===== config.mk =====
export PLATFORM = sky130hd
export DESIGN_NAME = mult_share_sched
export DESIGN_NICKNAME = d
export VERILOG_FILES = /design/src/rtl/mult_pkg.sv /design/src/rtl/shiftadd_core.sv /design/src/rtl/mult_share_sched.sv
export SDC_FILE = /design/constraint.sdc
export NUM_CORES = 1
export LEC_CHECK = 0
export ABC_AREA = 0
export CAP_MARGIN = 20
export CORE_ASPECT_RATIO = 0.9
export CORE_MARGIN = 1.5
export CORE_UTILIZATION = 45
export CTS_CLUSTER_SIZE = 28
export DETAILED_ROUTE_END_ITERATION = 8
export GPL_TIMING_DRIVEN = 0
export PLACE_DENSITY = 0.8
export SLEW_MARGIN = 20
export SYNTH_ARGS = -nofsm -noshare
export SYNTH_HDL_FRONTEND = slang
export SYNTH_SLANG_ARGS = --single-unit
export TNS_END_PERCENT = 30

===== constraint.sdc =====
create_clock -name clk_i -period 3.9 [get_ports clk_i]
set_input_delay 0.975 -clock clk_i [delete_from_list [all_inputs] [get_ports clk_i]]
set_output_delay 0.975 -clock clk_i [all_outputs]
set_load 0.05 [all_outputs]

===== src/rtl/mult_pkg.sv =====
// mult_pkg: shared width parameters and FSM state type for the multiplier scheduler
package mult_pkg;
  localparam int N   = 4;
  localparam int CW  = $clog2(N);
  localparam int IDW = 1;
  typedef enum logic [1:0] {IDLE, RUN, DONE} state_e;
endpackage


===== src/rtl/shiftadd_core.sv =====
// shiftadd_core: iterative unsigned shift-add multiplier, one multiplier bit per step
module shiftadd_core
  import mult_pkg::*;
(
  input  logic           clk_i,
  input  logic           reset_i,
  input  logic           load_i,
  input  logic           step_i,
  input  logic [N-1:0]   m_i,
  input  logic [N-1:0]   q_i,
  output logic           last_o,
  output logic [2*N-1:0] acc_o
);
  logic [N-1:0]   m_q, q_q;
  logic [2*N-1:0] acc_q;
  logic [CW-1:0]  cnt_q;
  always_ff @(posedge clk_i)
    if (reset_i) begin
      m_q   <= '0;
      q_q   <= '0;
      acc_q <= '0;
      cnt_q <= '0;
    end else if (load_i) begin
      m_q   <= m_i;
      q_q   <= q_i;
      acc_q <= '0;
      cnt_q <= '0;
    end else if (step_i) begin
      if (q_q[cnt_q]) acc_q <= acc_q + ({{N{1'b0}}, m_q} << cnt_q);
      cnt_q <= cnt_q + CW'(1);
    end
  assign last_o = cnt_q == CW'(N - 1);
  assign acc_o  = acc_q;
endmodule


===== src/rtl/mult_share_sched.sv =====
// mult_share_sched: round-robin scheduler sharing one shift-add multiplier between two requesters
module mult_share_sched
  import mult_pkg::*;
(
  input  logic           clk_i,
  input  logic           reset_i,
  input  logic [1:0]     req_valid_i,
  output logic [1:0]     req_ready_o,
  input  logic [N-1:0]   plicand0_i,
  input  logic [N-1:0]   plier0_i,
  input  logic [N-1:0]   plicand1_i,
  input  logic [N-1:0]   plier1_i,
  output logic           rsp_valid_o,
  input  logic           rsp_ready_i,
  output logic [IDW-1:0] rsp_id_o,
  output logic [2*N-1:0] product_o,
  output logic           busy_o
);
  state_e         state_q;
  logic           pri_q, win, take, last;
  logic [IDW-1:0] id_q;
  always_comb begin
    win  = req_valid_i[pri_q] ? pri_q : ~pri_q;
    take = state_q == IDLE && |req_valid_i && !reset_i;
  end
  assign req_ready_o = take ? (win ? 2'b10 : 2'b01) : 2'b00;
  shiftadd_core u_core (
    .clk_i   (clk_i),
    .reset_i (reset_i),
    .load_i  (take),
    .step_i  (state_q == RUN),
    .m_i     (win ? plicand1_i : plicand0_i),
    .q_i     (win ? plier1_i : plier0_i),
    .last_o  (last),
    .acc_o   (product_o)
  );
  always_ff @(posedge clk_i)
    if (reset_i) begin
      state_q <= IDLE;
      pri_q   <= 1'b0;
      id_q    <= '0;
    end else
      case (state_q)
        IDLE: if (take) begin
          state_q <= RUN;
          id_q    <= win;
          pri_q   <= ~win;
        end
        RUN:     if (last) state_q <= DONE;
        DONE:    if (rsp_ready_i) state_q <= IDLE;
        default: state_q <= IDLE;
      endcase
  assign rsp_valid_o = state_q == DONE;
  assign rsp_id_o    = id_q;
  assign busy_o      = state_q != IDLE;
endmodule


==> flow_metrics.py, run 1 <==
metrics = {
    "global_route": {
        "grt_pass1_wl_mm": 5.08,
        "grt_usage_pct": 19.1,
        "grt_max_degree": 13,
        "overflow": 0,
        "grt_pass1_vias": 1198,
        "antenna_found_initial": 0,
    },
    "cts": {
        "cts-root-buf": "clkbuf_4",
        "cts_tree": "built",
        "ctsLongestPathBuffers": 2,
        "cts_sinks": 22,
        "clock_latency_ns": 0.30,
        "clk_pin_slew_worst_paths_ns": 0.12,
        "cts.htree.levels": 1,
        "numCtsBuffers": 3,
    },
    "route": {
        "drtIter0Drc": 47,
        "drtPass1Iterations": 4,
        "detail-route-antenna-nets": 0,
        "wl_per_cell_um": 12.9,
        "vias": 1260,
        "avgViaCountPerCell": 5.41,
        "wl_mm": 3.00,
        "drc": 0,
    },
    "floorplan": {
        "die_height_um": 55.4,
        "die_w_um": 61.3,
        "ios": 34,
        "fp-row-count": 18,
        "start_util_pct": 48.8,
        "core_area_um2": 2820,
        "dieArea_um2": 3400,
    },
    "worst_setup_path": {
        "crit_buf_inv": 3,
        "path_delay_family": "buffers and inverters",
        "worst_ep_required_time_ns": 2.92,
        "rr_startpoint": "u_core.cnt_q[0]",
        "startpoint_type": "input pin",
        "cp_max_fo": 10,
        "crit_path_end": "req_ready_o[1]",
        "r2r_cells": 9,
        "path_cells": "clkdlybuf4s50_1 > mux2i_1 > buf_2 > nor3_1 > dlygate4sd2_1",
        "r2r_slack_ns": 1.50,
        "setup.worst_path.class": "in2out",
        "worstPathArrival_ns": 2.63,
        "end_kind": "primary output",
        "crit_slowest_cell": "dlygate4sd2_1",
        "crit_cells": 5,
        "crit_start": "req_valid_i[1]",
        "slowest_delay_ns": 0.57,
        "r2r_end": "u_core.acc_o[5]",
    },
    "synth": {
        "syn_nets": 187,
        "yosys.cell_types.count": 36,
        "ys_seq_area_share_pct": 32.0,
        "synth_warnings": 0,
        "ys_ff_latch": 22,
        "synth_cells": 157,
        "synth_edf_count": 0,
        "synth-main-ff-cell": "dfxtp_1",
        "syn_area_um2": 1380,
        "synth.avg_cell_area_um2": 8.76,
        "synthArstFlopShare_pct": 0,
    },
    "sta": {
        "setup_ws_ns": 0.298,
        "rsz0062_at_grt": "no",
        "hold_viol_final": 0,
        "slew_violations": 0,
        "post-route-period-util_pct": 92.3,
        "worst_pin_slew_ns": 0.512,
        "fmax_mhz": 278,
        "finalSetupViolCount": 0,
        "finClkSkew_ns": 0.00285,
        "maxSlewHeadroom_pct": 65.8,
        "period_minus_slack_ns": 3.60,
    },
    "placed_design": {
        "place_inst": 229,
        "place.gp.congestion": 0.883,
        "dp.final_hpwl_mm": 2.42,
        "port_buffers": 32,
        "place_ws_ns": -0.161,
    },
    "finish": {
        "mostFrequentLayoutCell": "clkdlybuf4s50_1",
        "final_net_count": 224,
        "area_growth_pct": 29.1,
        "drive_gt1_share_pct": 9.84,
        "final_cells": 233,
        "diodes": 0,
        "most-common-layout-cells": "clkdlybuf4s50_1 (30), dfxtp_1 (22), nor2_1 (19)",
    },
    "worst_hold_path": {
        "hp-class": "reg2reg",
        "min_path_cells": 1,
    },
    "power_and_ir_drop": {
        "ir_drop_uv": 139,
        "leakage_nw": 0.748,
        "power.density_nw_per_um2": 292,
    },
    "status": {
        "status": "completed",
    },
    "job": {
        "drv_cap": 0,
    },
}
## worst min-delay path by stage
| stage | from | to | slack [ns] |
|---|---|---|---|
| floorplan | u_core.q_q[2] | u_core.q_q[2] | 0.48 |
| global placement | rsp_id_o | rsp_id_o | 0.43 |
| detailed placement | rsp_id_o | rsp_id_o | 0.44 |
| CTS | rsp_id_o | rsp_id_o | 0.47 |
| global route | rsp_id_o | rsp_id_o | 0.50 |
| finish | rsp_id_o | rsp_id_o | 0.47 |
## worst register-to-register path, cell delays in order (launching register included)
cell      delay, ns
dfxtp_1        0.37
buf_6          0.15
mux2_2         0.35
nor2_1         0.12
a21oi_1        0.07
ha_1           0.36
o21a_1         0.21
a211oi_1       0.41
or4b_1         0.20
nand3_1        0.07
## report_power, final
part	internal [mW]	switching (mW)	total [mW]
clock network	0.0569	0.0698	0.127
logic	0.0674	0.0770	0.144
registers	0.239	0.00905	0.248
total	0.363	0.156	0.519
## registers in the layout, indices dropped and copies added (netlist names)
signal and flops:
u_core.acc_o 8, u_core.m_q 4, u_core.q_q 4, state_q 2, u_core.cnt_q 2, pri_q 1, rsp_id_o 1
## synthesized netlist by cell type (2+ instances only)
| cell type | count | share of area, % |
|---|---|---|
| buf_2 | 3 | 1.1 |
| nor2_1 | 19 | 5.2 |
| nand2b_1 | 4 | 1.8 |
| nand2_1 | 11 | 3.0 |
| a211o_1 | 3 | 1.9 |
| dfxtp_1 | 22 | 32 |
| a211oi_1 | 12 | 6.6 |
| and2_1 | 2 | 0.91 |
| mux2i_1 | 14 | 10 |
| xnor2_1 | 2 | 1.3 |
| nand3_1 | 5 | 1.8 |
| a21o_1 | 2 | 1.1 |
| nor2b_1 | 4 | 1.8 |
| buf_6 | 3 | 2.5 |
| nor3_1 | 3 | 1.1 |
| a21oi_1 | 7 | 2.5 |
| ha_1 | 8 | 7.3 |
| o21a_1 | 3 | 1.6 |
| inv_1 | 6 | 1.6 |
| o21ai_0 | 2 | 0.73 |
| clkbuf_1 | 3 | 0.82 |
| or2_2 | 4 | 1.8 |
| o2111ai_1 | 2 | 1.3 |
## layout make-up
cell class	count	area [um^2]
Fill cell	243	1040
Inverter	6	22.5
Buffer	9	60.1
Timing Repair Buffer	32	314
Tap cell	40	50.0
Sequential cell	22	440
Multi-Input combinational cell	120	852
Clock buffer	4	36.3
## layer usage
metal | vias to the layer above | global-route usage [%] | wire length, um
met5 | - | 0 | 0
met4 | 0 | 4.04 | 30
met3 | 4 | 4.22 | 146
met2 | 37 | 31.6 | 1470
met1 | 586 | 24.9 | 1350
li1 | 633 | - | -
## cells by family after synthesis
logic type	count (synthesis)	synth area share, %
xor+xnor	2	1.27
mux	16	12.6
flops	22	32.0
compound gates	36	18.8
simple gates	57	20.5
fa+ha+maj	9	8.74
buf+inv	15	6.00
## timing repair
action                                 CTS  global route
setup buffers                            0             0
pin swaps                                0             0
setup endpoints to repair                2             1
hold buffers                             0             0
gates resized for setup                  2             3
endpoints found under the hold margin    0             0
## metrics by stage
| step | TNS (ns) | total power [mW] | instance area, um^2 | util [%] | hold slack [ns] |
|---|---|---|---|---|---|
| after global routing | 0 | 0.544 | 1780 | 63.1 | 0.499 |
| final | 0 | 0.519 | 1780 | 63.1 | 0.468 |
| after detailed placement | -0.188 | 0.398 | 1750 | 62.0 | 0.444 |
| after global placement | -0.145 | 0.392 | 1750 | 62.0 | 0.435 |
| after floorplan | 0 | 0.351 | 1380 | - | 0.475 |
| after CTS | 0 | 0.521 | 1780 | 63.2 | 0.473 |
Power figures use the tool's default switching activity.
==> run 2: changes to the inputs <==
--- a/config.mk
+++ b/config.mk
@@ -13,7 +13,8 @@
 export CTS_CLUSTER_SIZE = 28
 export DETAILED_ROUTE_END_ITERATION = 8
 export GPL_TIMING_DRIVEN = 0
-export PLACE_DENSITY = 0.8
+export HOLD_SLACK_MARGIN = 0.02
+export PLACE_DENSITY = 0.82
 export SLEW_MARGIN = 20
 export SYNTH_ARGS = -nofsm -noshare
 export SYNTH_HDL_FRONTEND = slang
==> run 2 against run 1 <==
Flip-flop and latch count did not move. Sequential share of layout area decreased by 0.28 points. Via count decreased by 0.48%. Sequential power barely moved. Combinational power about the same. Largest cell class unchanged. Non-clock buffer count unchanged. Clock skew is 0.014 ns higher. Highest routed layer unchanged. Setup slack worse by 0.13 ns. Clock-buffer cell count is 1 lower.
==> flow_metrics.py, run 2 (synthesis gave the netlist of run 1 again) <==
metrics = {
    "route": {
        "wl_mm": 3.00,
        "vias": 1254,
        "drc": 0,
        "detail-route-antenna-nets": 0,
        "avgViaCountPerCell": 5.38,
        "drtIter0Drc": 32,
        "wl_per_cell_um": 12.9,
        "drtPass1Iterations": 4,
    },
    "cts": {
        "cts.htree.levels": 1,
        "ctsLongestPathBuffers": 2,
        "cts_resized": 2,
        "holdBufCountCts": 0,
        "post_cts_buffers": 0,
        "numCtsBuffers": 3,
        "cts_sinks": 22,
        "cts-root-buf": "clkbuf_4",
        "clock_latency_ns": 0.32,
        "clk_pin_slew_worst_paths_ns": 0.12,
        "cts_tree": "built",
    },
    "worst_setup_path": {
        "slowest_delay_ns": 0.55,
        "setup.worst_path.class": "in2out",
        "startpoint_type": "input pin",
        "cp_max_fo": 10,
        "end_kind": "primary output",
        "worst_ep_required_time_ns": 2.92,
        "crit_buf_inv": 4,
        "path_cells": "clkdlybuf4s50_1 > inv_1 > mux2i_1 > buf_2 > nor3b_1 > dlygate4sd2_1",
        "path_delay_family": "buffers and inverters",
        "crit_slowest_cell": "dlygate4sd2_1",
        "worstPathArrival_ns": 2.75,
    },
    "worst_hold_path": {
        "hp-class": "reg2reg",
    },
    "sta": {
        "worst_pin_slew_ns": 0.518,
        "hold_viol_final": 0,
        "maxSlewHeadroom_pct": 65.5,
        "fmax_mhz": 268,
        "post-route-period-util_pct": 95.6,
        "finalHoldWorstSlack_ns": 0.479,
        "finClkSkew_ns": 0.0167,
        "rsz0062_at_grt": "no",
        "finalSetupViolCount": 0,
        "period_minus_slack_ns": 3.73,
        "slew_violations": 0,
    },
    "finish": {
        "diodes": 0,
        "final_cells": 233,
        "area_growth_pct": 30.6,
        "most-common-layout-cells": "clkdlybuf4s50_1 (30), dfxtp_1 (22), nor2_1 (19)",
        "drive_gt1_share_pct": 9.33,
        "final_net_count": 224,
        "largest_register_ffs": 8,
        "mostFrequentLayoutCell": "clkdlybuf4s50_1",
    },
    "placed_design": {
        "place_inst": 229,
        "port_buffers": 32,
        "dp.final_hpwl_mm": 2.40,
        "place.gp.congestion": 0.888,
    },
    "global_route": {
        "antenna_found_initial": 0,
        "grt_max_degree": 14,
        "grt_pass1_vias": 1212,
        "grt_pass1_wl_mm": 5.09,
        "grt_usage_pct": 19.3,
        "overflow": 0,
    },
    "floorplan": {
        "ios": 34,
        "die_height_um": 55.4,
        "fp-row-count": 18,
        "start_util_pct": 48.8,
        "core_area_um2": 2820,
        "dieArea_um2": 3400,
        "die_w_um": 61.3,
    },
    "power_and_ir_drop": {
        "power.density_nw_per_um2": 319,
        "ir_drop_uv": 161,
        "leakage_nw": 0.758,
    },
    "job": {
        "drv_cap": 0,
    },
    "status": {
        "status": "completed",
    },
}
==> run 2: cell types whose count changed in the layout (fill, tap and decap cells not counted), sizes merged <==
cell	previous run	this run
bufinv	0	1
dlygate4sd2	1	2
clkbuf	8	6
==> run 2: cell type report <==
type	count	area, um^2
fill	253	1020
multi-input combinational	120	852
sequential	22	440
timing repair buffer	32	318
buffer	9	60.1
tap	40	50.0
clock inverter	1	30.0
clock buffer	3	22.5
inverter	6	22.5
==> run 2: through the flow <==
| stage | cell area [um^2] | setup TNS (ns) | worst slack, ns | util (%) | total power [mW] |
|---|---|---|---|---|---|
| 3_3_place_gp | 1750 | -0.127 | -0.119 | 62.0 | 0.391 |
| 5_1_grt | 1800 | 0 | 0.0203 | 63.8 | 0.596 |
| 3_5_place_dp | 1750 | -0.140 | -0.133 | 62.0 | 0.397 |
| 6_report | 1800 | 0 | 0.170 | 63.8 | 0.572 |
| 2_1_floorplan | 1380 | 0 | 0.299 | - | 0.351 |
| 4_1_cts | 1800 | 0 | 0.160 | 63.8 | 0.573 |
==> run 2: metal layers <==
| layer | vias to the layer above | wire length (um) | global-route usage, % |
|---|---|---|---|
| met5 | - | 0 | 0 |
| met4 | 0 | 19 | 6.83 |
| met3 | 2 | 153 | 4.68 |
| met2 | 34 | 1500 | 30.5 |
| met1 | 587 | 1330 | 25.1 |
| li1 | 631 | - | - |
==> run 2: power breakdown <==
part           internal (mW)  switching (mW)
Combinational         0.0675          0.0762
Sequential             0.239         0.00887
Clock                  0.104          0.0768
==> run 2: path summary, 6_finish.rpt <==
| path | from | endpoint | slack, ns | cells after the start |
|---|---|---|---|---|
| max | req_valid_i[0] | req_ready_o[0] | 0.17 | 6 |
| min | u_core.acc_o[7] | u_core.acc_o[7] | 0.48 | 2 |
| max reg2reg | u_core.cnt_q[0] | u_core.acc_o[5] | 1.59 | 9 |
| min reg2reg | u_core.acc_o[7] | u_core.acc_o[7] | 0.48 | 2 |
==> run 2: worst register-to-register path: stages (launching register included) <==
cell and delay, ns:
dfxtp_1 0.38, buf_6 0.15, mux2_2 0.36, nor2_1 0.09, a21oi_1 0.05, ha_1 0.37, o21a_1 0.16, a211oi_1 0.10
or4b_1 0.52, nand3_1 0.09
